[src/rtl/tdm_demux_8.sv]
// Receive-side 1-to-8 TDM demultiplexer: counts slots, rebuilds an MSB-first byte per frame
// and offers each completed frame on a valid/ready port with overrun and sync-error pulses.
module tdm_demux_8 #(
  parameter int SYNC_REQUIRED = 1
) (
  input  logic       clk,
  input  logic       rst_n,
  input  logic       bit_en,
  input  logic       sync,
  input  logic       din,
  output logic [2:0] slot,
  output logic [7:0] dout,
  output logic       dout_valid,
  input  logic       dout_ready,
  output logic       overrun,
  output logic       sync_err
);

  localparam logic [0:0] HUNT      = 1'b0;
  localparam logic [0:0] RUN       = 1'b1;
  localparam bit         SYNC_EN   = (SYNC_REQUIRED != 0);
  localparam logic [0:0] RST_STATE = SYNC_EN ? HUNT : RUN;

  logic [0:0] state_p0;
  logic [7:0] shift_p0;
  logic [7:0] word_p0;
  logic       sync_use;
  logic       start;
  logic       resync;
  logic       advance;
  logic       complete;
  logic       accept;

  // Slot k lands in bit 7-k so the first bit on the wire becomes the MSB.
  function automatic logic [7:0] put_bit(input logic [7:0] s, input logic [2:0] k,
                                         input logic b);
    logic [7:0] r;
    r = s;
    r[3'd7 - k] = b;
    return r;
  endfunction

  assign sync_use = SYNC_EN && sync;
  assign start    = bit_en && (state_p0 == HUNT) && sync_use;
  assign resync   = bit_en && (state_p0 == RUN) && sync_use && (slot != 3'd0);
  assign advance  = bit_en && (state_p0 == RUN) && !resync;
  assign complete = advance && (slot == 3'd7);
  assign accept   = dout_valid && dout_ready;
  assign word_p0  = {shift_p0[7:1], din};

  // Stage p0 -> output registers
  always_ff @(posedge clk or negedge rst_n) begin
    if (!rst_n) begin
      state_p0   <= RST_STATE;
      slot       <= 3'd0;
      shift_p0   <= 8'h00;
      dout       <= 8'h00;
      dout_valid <= 1'b0;
      overrun    <= 1'b0;
      sync_err   <= 1'b0;
    end else begin
      overrun  <= 1'b0;
      sync_err <= 1'b0;

      if (start) begin
        shift_p0 <= {din, 7'b0};
        slot     <= 3'd1;
        state_p0 <= RUN;
      end else if (resync) begin
        // Misplaced marker: the partial frame is dropped and this bit restarts at slot 0.
        shift_p0 <= {din, 7'b0};
        slot     <= 3'd1;
        sync_err <= 1'b1;
      end else if (advance) begin
        shift_p0 <= put_bit(shift_p0, slot, din);
        slot     <= slot + 3'd1;
      end

      if (complete) begin
        dout       <= word_p0;
        dout_valid <= 1'b1;
        overrun    <= dout_valid && !dout_ready;
      end else if (accept) begin
        dout_valid <= 1'b0;
      end
    end
  end

endmodule

[config.mk]
export PLATFORM = sky130hd
export DESIGN_NAME = tdm_demux_8
export DESIGN_NICKNAME = d
export VERILOG_FILES = /design/src/rtl/tdm_demux_8.sv
export SDC_FILE = /design/constraint.sdc
export NUM_CORES = 1
export LEC_CHECK = 0
export BUFFER_PORTS_ARGS = -buffer_cell sky130_fd_sc_hd__buf_4
export CELL_PAD_IN_SITES_DETAIL_PLACEMENT = 0
export CELL_PAD_IN_SITES_GLOBAL_PLACEMENT = 2
export CORE_UTILIZATION = 31
export CTS_CLUSTER_DIAMETER = 40
export DETAILED_ROUTE_END_ITERATION = 10
export GPL_TIMING_DRIVEN = 0
export HOLD_SLACK_MARGIN = 0.02
export PLACE_DENSITY_LB_ADDON = 0.1
export SLEW_MARGIN = 30
export SYNTH_ARGS = -nofsm -noshare
export SYNTH_HDL_FRONTEND = slang
export SYNTH_SLANG_ARGS = --single-unit
export TNS_END_PERCENT = 30
[constraint.sdc]
create_clock -name clk -period 1.8 [get_ports clk]
set_clock_uncertainty 0.05 [all_clocks]
set_input_delay 0.36 -clock clk [delete_from_list [all_inputs] [get_ports clk]]
set_output_delay 0.36 -clock clk [all_outputs]
set_load 0.03 [all_outputs]
==> impl_results.md <==
- Hold path depth: 2
- Post-synthesis xor/xnor area fraction: 0
- Leading post-synthesis cells by cell area: dfrtp_1 (54%), mux2_2 (10%), ha_1 (3.7%), a32o_1 (3.0%), nand2_1 (3.0%)
- RSZ-0062 raised after global routing: yes
- FF/Latch Area: 553 um2
- CTS tree: done
- CTS clk-pin slew, worst paths: 0.14 ns
- Net switching power: 0.707 mW
- Final GP Congestion: ~0.77
- Max VDD drop: 0.606 mV
- Design Area, Final: 1380 um2
- Main combinational cell family by area after synthesis: compound AO/OA/AOI/OAI gates
- Share of cells above drive strength 1: 0.435
- F_max: 0.551 GHz
- Tcrit/Tclk final: 1.01
- Combinational share of power: 0.446
- Initial drt markers: 19
- Min-delay worst type: in2reg
- Num CTS Buffers: 3
- Setup violations, final: 6
- Post-synthesis compound-gate area fraction: 0.151
- P_int: 1.27 mW
- Synthesized net count: 94
- Detail Route Antenna Nets: 0
- Via density: 4.70
- Leak: between 0.6 and 0.7 nW
- Synth Area in Simple Gates: 0.138
- Final Max Tran Viols: 0
- Multi-input gate area: 475 um2
- Most numerous cell in the Yosys netlist: dfrtp_1
- # IOs: 20
- Fill count: about 310
- Initial core utilization: 0.330
- Avg WL per Cell: between 10 and 15 um
- Share of synthesized registers carrying an async set or reset: 1.00
- Antenna fix cells: 0
- Status: complete, but fails checks
- Max-cap violations: 0
- Worst setup EP type: flop
- GR Overflow Total: 0
- WP data arrival: 1.97 ns
- Yosys warning count: 0
- Clock sinks: 22
- Synth unique cells: 30
- H-tree depth: 1
- Share of the synthesized area in the top cell type: 0.542
- Synthesis-to-finish area growth: 35.5%
- Worst slew margin: 0.680
- Synthesized area per cell: approximately 12 um2
- Die ar.: 3510 um2
- First-pass GRT wire length: 3680 um
- Mapped cell area: roughly 1000 um2
- Final nets: 125
- Sw frac: 0.357
- Setup TNS: -0.0700 ns
- Post-route DRC: 0
- Worst EP required: around 2.0 ns
- Multiplexer share of the synthesized area: 0.0998
- Vias: 747
- Chip width: 59.3 um
- Placed instance area: 1210 um2
- Worst-case reg-to-reg path depth: 6
- Violated checks: negative setup slack
- Commonest register cell after synthesis: dfrtp_1
- Fin crit period: 1.81 ns
- Number of enable flip-flop cells after synthesis: 0
- Number of global-route vias before repair: 773
- Die H: 59.3 um
- Longest Clk Path Bufs: 2
- Adder-cell share of the synthesized area: 0.0369
- Drt total wl: 2140 um
- DP Wirelength: 1390 um
- Pwr dens: 1440 nW/um2
- Post-Synthesis Cells: 85
- Final worst setup slack: -0.0145 ns
- Clock Power Share: 0.195
- Core ar.: 3080 um2
- Register bit count reported by yosys: 22
- Synth top cells by count: dfrtp_1 (22), mux2_2 (9), nand2_1 (8)
- CP max FO: 6
- Startpoint types: flop
- DRT Pass-1 Iters: 4
- Clock root cell: clkbuf_4
- Clock Latency Late Sink: 0.31 ns
- Rows: 20
- GRT Total Usage: 0.146
- Seq/Total Area, Yosys: 0.542
- WS Path Type: reg2reg
- I/O Buffers: 18
- Largest net degree at the start of global routing: 23
- Biggest area consumer among synthesized cells: dfrtp_1
- Antenna violations before repair: 0
- Worst-Margin Slew: 0.477 ns
- Reg power frac: 0.359
- Fin. Hold Viols: 0
final timing paths:
path	startpoint	end	slack, ns
hold reg to reg	dout_valid	dout_valid	0.47
setup reg to reg	slot[0]	dout[2]	-0.01
setup / recovery	slot[0]	dout[2]	-0.01
hold / removal	din	dout[0]	0.27
max in group asynchronous	rst_n	slot[0]	1.05
min in group asynchronous	rst_n	sync_err	0.40
registers in the layout, summed over array words and instances (netlist names):
signal,flops
dout,8
dout_valid,1
overrun,1
shift_p0,7
slot,3
state_p0,1
sync_err,1
power by group through the flow:
stage          logic, mW  clock network [mW]  registers, mW
2_1_floorplan      0.336                   0          0.882
3_3_place_gp       0.696                   0          0.753
3_5_place_dp       0.698                   0          0.755
4_1_cts            0.875               0.398          0.712
5_1_grt            0.964               0.423          0.725
6_report           0.884               0.386          0.711
kinds of logic after synthesis:
group / count (synthesis)
DFF: 22
buffers and inverters: 8
adders and majority gates: 3
and+or+nand+nor: 24
muxes: 9
AOI/OAI and AO/OA: 19
cell type report:
cell class,count,area share
clock buffer,3,0.0164
timing repair buffer,26,0.149
tap,44,0.0400
sequential,22,0.402
multi-input combinational,55,0.345
clock inverter,1,0.0218
buffer,2,0.00727
inverter,6,0.0182
per-stage QoR:
stage          power [mW]  hold WS (ns)  worst slack (ns)   util  std cells
3_5_place_dp         1.45         0.216            -0.408  0.393        147
4_1_cts              1.98         0.254           -0.0188  0.445        158
6_report             1.98         0.266           -0.0145  0.447        159
3_3_place_gp         1.45         0.215            -0.408  0.393        147
5_1_grt              2.11         0.244           -0.0732  0.447        159
2_1_floorplan        1.22        0.0144            -0.181      -         85
placed cells by master, fill, tap and decap left out, types with 2 or more instances in the layout:
master,netlist,final
inv_1,6,4
a22o_1,2,2
nor2_1,2,2
buf_4,0,23
mux2_4,0,8
nand4_1,2,2
buf_6,0,2
a21oi_1,4,4
or2_2,2,2
nor2b_1,2,2
a32o_1,3,3
dfrtp_2,0,2
clkbuf_4,0,3
dfrtp_1,22,20
nand2_1,8,8
and3b_1,3,3
ha_1,3,2
per-layer routing:
metal	GRT usage	vias up	wire length [um]
met3	0.0284	4	69
li1	-	370	-
met5	0	-	0
met2	0.210	14	930
met1	0.198	359	1100
met4	0.0952	0	39
worst max-delay path: stages, from the launching register on:
cell	delay, ns
dfrtp_2	0.46
inv_4	0.07
ha_4	0.11
or2b_4	0.28
a211oi_4	0.25
buf_6	0.17
mux2_4	0.30
what timing repair did:
action	in CTS	in global routing
pin swaps	2	1
hold buffers	1	0
gates resized for setup	14	0
buffers inserted	6	1
hold endpoints to repair	22	0
setup endpoints to repair	13	8
No activity file was read; power rests on OpenSTA's default activity.
